**config.mk**
```make
export PLATFORM = sky130hd
export DESIGN_NAME = logical_unit_arbiter
export DESIGN_NICKNAME = d
export VERILOG_FILES = /design/src/rtl/logical_unit_arbiter.sv
export SDC_FILE = /design/constraint.sdc
export NUM_CORES = 1
export LEC_CHECK = 0
export ABC_AREA = 1
export CAP_MARGIN = 20
export CELL_PAD_IN_SITES_DETAIL_PLACEMENT = 0
export CELL_PAD_IN_SITES_GLOBAL_PLACEMENT = 1
export CORE_MARGIN = 3
export CORE_UTILIZATION = 28
export DETAILED_ROUTE_END_ITERATION = 8
export PLACE_DENSITY = 0.88
export SLEW_MARGIN = 20
export SYNTH_ARGS = -nofsm -noshare
export SYNTH_HDL_FRONTEND = slang
export SYNTH_SLANG_ARGS = --single-unit
```
**constraint.sdc**
```tcl
create_clock -name clk -period 3.88 [get_ports clk]
set_clock_uncertainty 0.2 [all_clocks]
set_input_delay 0.776 -clock clk [delete_from_list [all_inputs] [get_ports clk]]
set_output_delay 0.776 -clock clk [all_outputs]
set_load 0.03 [all_outputs]
```
**src/rtl/logical_unit_arbiter.sv**
```systemverilog
// rtl/logical_unit_arbiter.sv - round-robin two-requester front end for one shared logical unit
// Operand and result stages form a two-deep pipeline with a back-pressurable response channel.
module logical_unit_arbiter #(
   parameter int size = 32
) (
   input  logic            clk,
   input  logic            reset,
   input  logic            req0_valid,
   output logic            req0_ready,
   input  logic [size-1:0] req0_A,
   input  logic [size-1:0] req0_B,
   input  logic [1:0]      req0_Sel,
   input  logic            req1_valid,
   output logic            req1_ready,
   input  logic [size-1:0] req1_A,
   input  logic [size-1:0] req1_B,
   input  logic [1:0]      req1_Sel,
   output logic [size-1:0] lu_A,
   output logic [size-1:0] lu_B,
   output logic [1:0]      lu_Sel,
   input  logic [size-1:0] lu_S,
   output logic            rsp_valid,
   input  logic            rsp_ready,
   output logic            rsp_id,
   output logic [size-1:0] rsp_S
);

   logic            op_valid_q, op_valid_d;
   logic            op_id_q, op_id_d;
   logic [size-1:0] op_a_q, op_a_d;
   logic [size-1:0] op_b_q, op_b_d;
   logic [1:0]      op_sel_q, op_sel_d;
   logic            rsp_valid_q, rsp_valid_d;
   logic            rsp_id_q, rsp_id_d;
   logic [size-1:0] rsp_s_q, rsp_s_d;
   logic            last_grant_q, last_grant_d;

   logic advance_rsp;
   logic accept;
   logic grant0;
   logic grant1;

   always_comb begin
      advance_rsp = !rsp_valid_q || rsp_ready;
      // accept is forced low while reset is asserted so no requester sees a handshake that gets dropped
      accept      = reset && (!op_valid_q || advance_rsp);
      grant0      = req0_valid && (!req1_valid || last_grant_q);
      grant1      = req1_valid && (!req0_valid || !last_grant_q);
      req0_ready  = accept && grant0;
      req1_ready  = accept && grant1;
   end

   always_comb begin
      op_valid_d   = op_valid_q;
      op_id_d      = op_id_q;
      op_a_d       = op_a_q;
      op_b_d       = op_b_q;
      op_sel_d     = op_sel_q;
      last_grant_d = last_grant_q;
      rsp_valid_d  = rsp_valid_q;
      rsp_id_d     = rsp_id_q;
      rsp_s_d      = rsp_s_q;

      if (req0_ready || req1_ready) begin
         op_valid_d   = 1'b1;
         op_id_d      = req1_ready;
         op_a_d       = req1_ready ? req1_A : req0_A;
         op_b_d       = req1_ready ? req1_B : req0_B;
         op_sel_d     = req1_ready ? req1_Sel : req0_Sel;
         last_grant_d = req1_ready;
      end else if (op_valid_q && advance_rsp) begin
         op_valid_d = 1'b0;
         op_a_d     = '0;
         op_b_d     = '0;
         op_sel_d   = 2'd3;
      end

      if (op_valid_q && advance_rsp) begin
         rsp_valid_d = 1'b1;
         rsp_id_d    = op_id_q;
         rsp_s_d     = lu_S;
      end else if (rsp_ready) begin
         rsp_valid_d = 1'b0;
      end
   end

   always_ff @(posedge clk) begin
      if (!reset) begin
         op_valid_q   <= 1'b0;
         op_id_q      <= 1'b0;
         op_a_q       <= '0;
         op_b_q       <= '0;
         op_sel_q     <= 2'd3;
         last_grant_q <= 1'b1;
         rsp_valid_q  <= 1'b0;
         rsp_id_q     <= 1'b0;
         rsp_s_q      <= '0;
      end else begin
         op_valid_q   <= op_valid_d;
         op_id_q      <= op_id_d;
         op_a_q       <= op_a_d;
         op_b_q       <= op_b_d;
         op_sel_q     <= op_sel_d;
         last_grant_q <= last_grant_d;
         rsp_valid_q  <= rsp_valid_d;
         rsp_id_q     <= rsp_id_d;
         rsp_s_q      <= rsp_s_d;
      end
   end

   assign lu_A      = op_a_q;
   assign lu_B      = op_b_q;
   assign lu_Sel    = op_sel_q;
   assign rsp_valid = rsp_valid_q;
   assign rsp_id    = rsp_id_q;
   assign rsp_S     = rsp_s_q;

endmodule

```
# Yosys cells after proc, flatten, opt, wreduce, memory -nomap -nowiden

Cells that the tools add are included.

Register bits: 103
Bits in latches: 0
RAM bits: 0
ROM bits: 0
Bits of input ports: 169
Output and inout bits: 102
Word-level logic and storage cells: 39
Memories kept: 0

Add/sub/neg operators: 0
Multiply operators: 0
Divide/modulo/power cells: 0
Magnitude comparators: 0
Equality and inequality tests: 0
Shift operators: 0
Mux-type cells: 12
Bitwise operators: 0
Reduce and logical (&&, ||, !) cells: 18

Operator list:

| kind              | count |
|---|---|
| $mux 32           | 5 |
| $logic_and 1x1->1 | 6 |
| $mux 2            | 3 |
| $logic_not 1->1   | 5 |
| $logic_or 1x1->1  | 5 |
| $mux 1            | 4 |
| $reduce_bool 2->1 | 2 |

# Longest topological paths before layout

Gate-level depths: netlist of run 1.

Depth in word-level cells: 7
Depth in mapped cells: 10
Gate-level depth less buffers: 9

# Least setup slack after synthesis of run 1

Ideal clock, no wire load.

Kind: input port to output port
Start point: input port rsp_ready
End point: output port req0_ready
Arrival time: 1.450 ns
Data required time: 2.904 ns
Setup slack: 1.454 ns
Stages: 4
Path buffers: 0
Cells stage by stage: inv_1 nand3_2 nand2_1 nor2_1

Word-level cells in the longest chain between the ends: 4

Ends and longest elaborated chain:

| item               | line | text |
|---|---|---|
| start: declaration | 23   | `input logic rsp_ready,` |
| $logic_or 1x1->1   | 44   | `advance_rsp = !rsp_valid_q \|\| rsp_ready;` |
| $logic_or 1x1->1   | 46   | `accept = reset && (!op_valid_q \|\| advance_rsp);` |
| $logic_and 1x1->1  | 46   |  |
| $logic_and 1x1->1  | 49   | `req0_ready = accept && grant0;` |
| end: declaration   | 9    | `output logic req0_ready,` |

Every way passes these cells.

# Final worst setup path of run 1

Start point: input port req1_valid
End point: output port req1_ready

Word-level cells in the longest chain between the ends: 2

Ends and longest elaborated chain:

| item               | line | text |
|---|---|---|
| start: declaration | 13   | `input logic req1_valid,` |
| $logic_and 1x1->1  | 48   | `grant1 = req1_valid && (!req0_valid \|\| !last_grant_q);` |
| $logic_and 1x1->1  | 50   | `req1_ready = accept && grant1;` |
| end: declaration   | 14   | `output logic req1_ready,` |

Every way passes these cells.

==> results of run 1 <==
cells in the mapped netlist:
cell	n
a21oi_1	67
a21oi_2	2
buf_1	4
buf_2	18
buf_4	4
buf_6	1
clkbuf_1	40
dfxtp_1	103
inv_1	135
inv_2	2
nand2_1	80
nand3_1	131
nand3_2	2
nand3b_1	1
nand4_1	64
nor2_1	67
o211ai_1	1
o21ai_0	34
o21ai_2	1
where the power goes:
group          leakage, nW  internal, mW  switching [mW]
combinational         2.55         0.356           0.401
clock                0.153         0.539           0.403
sequential           0.846          1.13          0.0353
tightest hold or removal path: stages, from the launching register on:
cell	delay [ns]
dfxtp_1	0.31
nand2_1	0.05
o21ai_0	0.07
stage by stage:
stage                     area [um2]  cells  setup slack, ns  util, %  hold WS, ns
after global placement          7870   1198            0.635     45.0        0.258
after CTS                       8180   1214            0.823     46.8        0.276
final                           8200   1215            0.837     46.9        0.276
after detailed placement        7870   1198            0.571     45.0        0.261
after global routing            8200   1215            0.769     46.9        0.303
after floorplan                 5050    757             1.45        -        0.248
logic make-up after synthesis:
logic type	synth area share (%)
buffers and inverters	16.1
and+or+nand+nor	32.4
DFF	40.9
AOI/OAI and AO/OA	10.7
state kept, by name, summed over array words and instances (netlist names):
register,flops
lu_A,32
op_id_q,1
rsp_S,32
last_grant_q,1
op_valid_q,1
lu_B,32
rsp_valid,1
rsp_id,1
lu_Sel,2
cell type report:
class	instances	area, um2	area share [%]
Timing Repair Buffer	284	2830	34.5
Multi-Input combinational cell	450	2200	26.9
Sequential cell	103	2060	25.1
Inverter	137	514	6.27
Tap cell	225	282	3.43
Clock buffer	12	256	3.13
Clock inverter	4	52.6	0.641
worst min-delay path by stage:
stage,startpoint,endpoint,slack [ns]
6_report,op_id_q,op_id_q,0.28
2_1_floorplan,op_id_q,op_id_q,0.25
3_5_place_dp,op_id_q,op_id_q,0.26
5_1_grt,lu_A[6],lu_A[6],0.30
4_1_cts,op_id_q,op_id_q,0.28
3_3_place_gp,op_id_q,op_id_q,0.26
per-layer routing:
| layer | vias to the layer above | wire length (um) | global-route usage, % |
|---|---|---|---|
| met5 | - | 0 | 0 |
| met4 | 0 | 320 | 5.61 |
| met3 | 19 | 1540 | 5.36 |
| met2 | 198 | 8380 | 28.7 |
| met1 | 2579 | 7750 | 22.0 |
| li1 | 2908 | - | - |
==> out/metrics.csv, run 1 <==
stage,metric,value,unit
cts,cts.reportedPaths.clkPinSlew,0.07,ns
timing,period_minus_slack,3.04,ns
synth,ys_ff_latch,103,
floorplanning,core,17500,um2
routing,wirelength,18000,um
timing,worstMarginPinSlew,0.766,ns
critical_path,cp.depth,6,
routing,drtIter0Drc,238,
timing,relSlewSlack,48.9,%
finish,diodes,0,
critical_path,worstSetupEndpoint,req1_ready,
grt,grt_antenna_before_repair,0,
synth,ys_warn_count,0,
timing,hold_viol_final,0,
cts,htreeDepth,3,
critical_path,cp.required,2.90,ns
status,outcome,"complete, no violations",
cts,cts_setup_buffers,0,
placed_design,gp_congestion,0.823,
critical_path,crit_type,primary input to output port,
critical_path,critPathCaptureType,output port,
timing,drv_slew,0,
floorplanning,dieArea,19700,um2
cts,cts_root_buf,clkbuf_16,
finish,drive_gt1_share,4.14,%
finish,nets,1154,
floorplanning,num_rows,48,
cts,clkSinkCount,103,
min_path,hold_depth,2,
cts,cts_resized,0,
timing,setup_viol,0,
floorplanning,die_x,140,um
cts,cts_buffer_depth,2,
finish,fillCellCount,1815,
routing,first_pass_iters,4,
finish,final_cell_mix,"clkdlybuf4s50_1, inv_1, nand3_1",
critical_path,crit_chain,clkdlybuf4s50_1 > inv_2 > a21oi_4 > nand3_2 > inv_1 > buf_4,
routing,vias,5704,
timing,setup_tns,0,ns
synth,synth_top_area_cell,dfxtp_1,
finish,final_common_cell,clkdlybuf4s50_1,
critical_path,r2r_slack,1.79,ns
placed_design,hpwl,12400,um
critical_path,r2r_start,last_grant_q,
critical_path,path_delay_family,buffers and inverters,
cts,cts_buffers,9,
cts,clk_latency,0.34,ns
routing,postRouteAntennaNets,0,
synth,syn_area,5050,um2
grt,grt_overflow,0,
synth,yosys-top-cells-area,"dfxtp_1, nand3_1, inv_1",
cts,hold_buffers,0,
routing,wl_per_cell,14.8,um
floorplanning,initial_core_util,28.9,%
grt,grt_pass1_wl,28200,um
critical_path,slowest_delay,0.58,ns
synth,synth_nets,926,
finish,area_growth,62.5,%
critical_path,crit_arrival,2.07,ns
power,p_total,2.86,mW
placed_design,port_buffers,270,
timing,rsz0062_at_grt,false,
synth,yosysSeqAreaShare,40.9,%
routing,drc,0,
critical_path,reg2regPathDepth,8,
synth,avgSynthCellArea,6.67,um2
power,irDropWorstVdd,0.000183,V
floorplanning,die_h,140,um
flow_run,cap_viol_max_count,0,
critical_path,startpoint_type,primary input,
critical_path,r2r_end,lu_Sel[0],
power,powerDensity,349,nW/um2
grt,grt_use_total,17.5,%
floorplanning,io_pins,271,
min_path,hp-class,flop to flop,
synth,synth_cells,757,
timing,fin_crit_sh,78.4,%
routing,vias_per_cell,4.69,
critical_path,crit_buf_inv,4,
critical_path,cp_max_fo,4,
grt,grt_max_degree,74,
grt,first_global_vias,5325,
cts,cts_tree,done,
critical_path,cp_slowest_cell,clkdlybuf4s50_1,
synth,yosysUniqueCellTypes,19,
power,p_leak,3.55,nW
synth,synth_top_area_share,40.9,%
critical_path,cp-startpoint,req1_valid,
timing,fmax,329,MHz
No activity file was read; power rests on OpenSTA's default activity.
==> run 2, diff against run 1 <==
- CORE_UTILIZATION: 28 -> 24
- PLACE_DENSITY: 0.88 -> 0.8
- clock period: 3.88 -> 2.54 ns (I/O delays scaled with it)
==> run 2 against run 1 <==
- sequential cell count did not move
- first-iteration DRC count fell by 3.8%
- clock power rose by 50%
- via count rose by 2.0%
- worst setup slack got worse by 0.72 ns
- final area rose by 1.9%
- die area rose by 16%
- count of clock-buffer cells in the layout fell by 3
- sequential power rose by 53%
- global-route usage fell by 1.6 points
- critical endpoint unchanged
==> out/metrics.csv, run 2 (synthesis gave the netlist of run 1 again) <==
stage,metric,value,unit,change
routing,postRouteAntennaNets,0,,unchanged
critical_path,cp.required,1.83,ns,-1.07 ns
finish,drive_gt1_share,4.53,%,+0.39 points
routing,wl_per_cell,15.0,um,+1.1%
routing,wirelength,18900,um,+5.1%
finish,final_cell_mix,"clkdlybuf4s50_1, inv_1, nand3_1",,
power,irDropWorstVdd,0.000349,V,+91%
power,p_leak,3.58,nW,+0.97%
power,powerDensity,524,nW/um2,+50%
grt,first_global_vias,5465,,+2.6%
routing,vias_per_cell,4.61,,-1.9%
critical_path,crit_arrival,1.71,ns,-0.36 ns
timing,fin_crit_sh,95.4,%,
finish,nets,1157,,+0.26%
finish,final_common_cell,clkdlybuf4s50_1,,
timing,relSlewSlack,67.0,%,+18 points
critical_path,cp-startpoint,req1_valid,,
cts,cts_setup_buffers,0,,unchanged
routing,vias,5818,,+2.0%
floorplanning,die_x,151,um,+7.7%
timing,fmax,413,MHz,
critical_path,r2r_start,op_valid_q,,
floorplanning,initial_core_util,24.7,%,-4.2 points
placed_design,placed_cells,1247,,+4.1%
status,outcome,"complete, no violations",,
timing,setup_viol,0,,unchanged
finish,fin_cells,1263,,+4.0%
placed_design,hpwl,12900,um,+4.5%
floorplanning,num_rows,52,,+8.3%
critical_path,crit_type,primary input to output port,,
min_path,hold_start,op_id_q,,
cts,cts_resized,0,,unchanged
routing,first_pass_iters,4,,unchanged
grt,grt_overflow,0,,unchanged
timing,drv_slew,0,,unchanged
cts,cts_buffer_depth,2,,unchanged
timing,setup_tns,0,ns,unchanged
timing,rsz0062_at_grt,false,,
grt,grt_use_total,15.9,%,-1.6 points
placed_design,dp_worst_setup_slack,0.0960,ns,-0.475 ns
cts,cts_buffers,9,,unchanged
timing,hold_viol_final,0,,unchanged
cts,cts_root_buf,clkbuf_16,,
grt,grt_pass1_wl,28900,um,+2.6%
finish,fillCellCount,2200,,+21%
cts,hold_buffers,0,,unchanged
finish,area_growth,65.6,%,
placed_design,gp_congestion,0.772,,-6.2%
floorplanning,die_h,151,um,+7.7%
grt,grt_antenna_before_repair,0,,unchanged
routing,drtIter0Drc,229,,-3.8%
floorplanning,io_pins,271,,unchanged
grt,grt_max_degree,66,,-11%
cts,clkSinkCount,103,,unchanged
floorplanning,core,20400,um2,+17%
timing,finalWorstSetupSlack,0.117,ns,-0.720 ns
power,p_total,4.38,mW,+53%
timing,period_minus_slack,2.42,ns,
finish,diodes,0,,unchanged
floorplanning,dieArea,22800,um2,+16%
routing,drc,0,,unchanged
cts,cts.reportedPaths.clkPinSlew,0.08,ns,about the same
critical_path,startpoint_type,primary input,,
timing,worstMarginPinSlew,0.496,ns,-0.271 ns
critical_path,critPathCaptureType,output port,,
min_path,hp-class,flop to flop,,
cts,htreeDepth,3,,unchanged
critical_path,cp_max_fo,3,,-1
cts,clk_latency,0.35,ns,about the same
flow_run,cap_viol_max_count,0,,unchanged
cts,cts_tree,done,,
placed_design,port_buffers,270,,unchanged
-- run 2: changes by cell type in the layout (fill, tap and decap cells not counted), sizes merged --
cell,delta
bufinv,-1
clkbuf,-3
inv,+3
clkinvlp,+1
buf,+3
-- run 2: final cells by class --
type / instances / area, um2 / area share [%]
multi-input cells: 450 / 2210 / 26.5
inverters: 137 / 514 / 6.15
clock buffers: 9 / 225 / 2.69
well taps: 270 / 338 / 4.04
flip-flops and latches: 103 / 2060 / 24.7
clock inverters: 7 / 72.6 / 0.868
repair buffers: 287 / 2940 / 35.1
-- run 2: report_power, final --
part / total [mW] / switching [mW] / internal [mW]
clock: 1.41 / 0.716 / 0.698
combinational: 1.19 / 0.624 / 0.564
sequential: 1.77 / 0.0529 / 1.72
-- run 2: final timing paths --
kind | end | slack (ns) | cells after the start
worst max-delay path | req1_ready | 0.12 | 6
worst min-delay path | op_id_q | 0.27 | 2
worst max register to register | lu_B[11] | 0.82 | 7
worst min register to register | op_id_q | 0.27 | 2
-- run 2: stage by stage --
step,hold slack [ns],utilization (%),area (um2)
2_1_floorplan,0.248,-,5050
6_report,0.271,40.9,8360
3_5_place_dp,0.265,39.5,8060
4_1_cts,0.277,40.9,8360
5_1_grt,0.298,40.9,8360
3_3_place_gp,0.262,39.5,8060
-- run 2: worst max-delay path, stage by stage --
cell	delay [ns]
clkdlybuf4s50_1	0.51
inv_2	0.08
a21oi_4	0.18
nand3_4	0.11
inv_1	0.14
buf_4	0.18
-- run 2: metal layers --
metal,up-vias,GRT usage [%],routed length [um]
li1,2917,-,-
met1,2671,19.3,8020
met2,209,27.0,8860
met3,21,5.63,1720
met4,0,3.94,289
met5,-,0,0
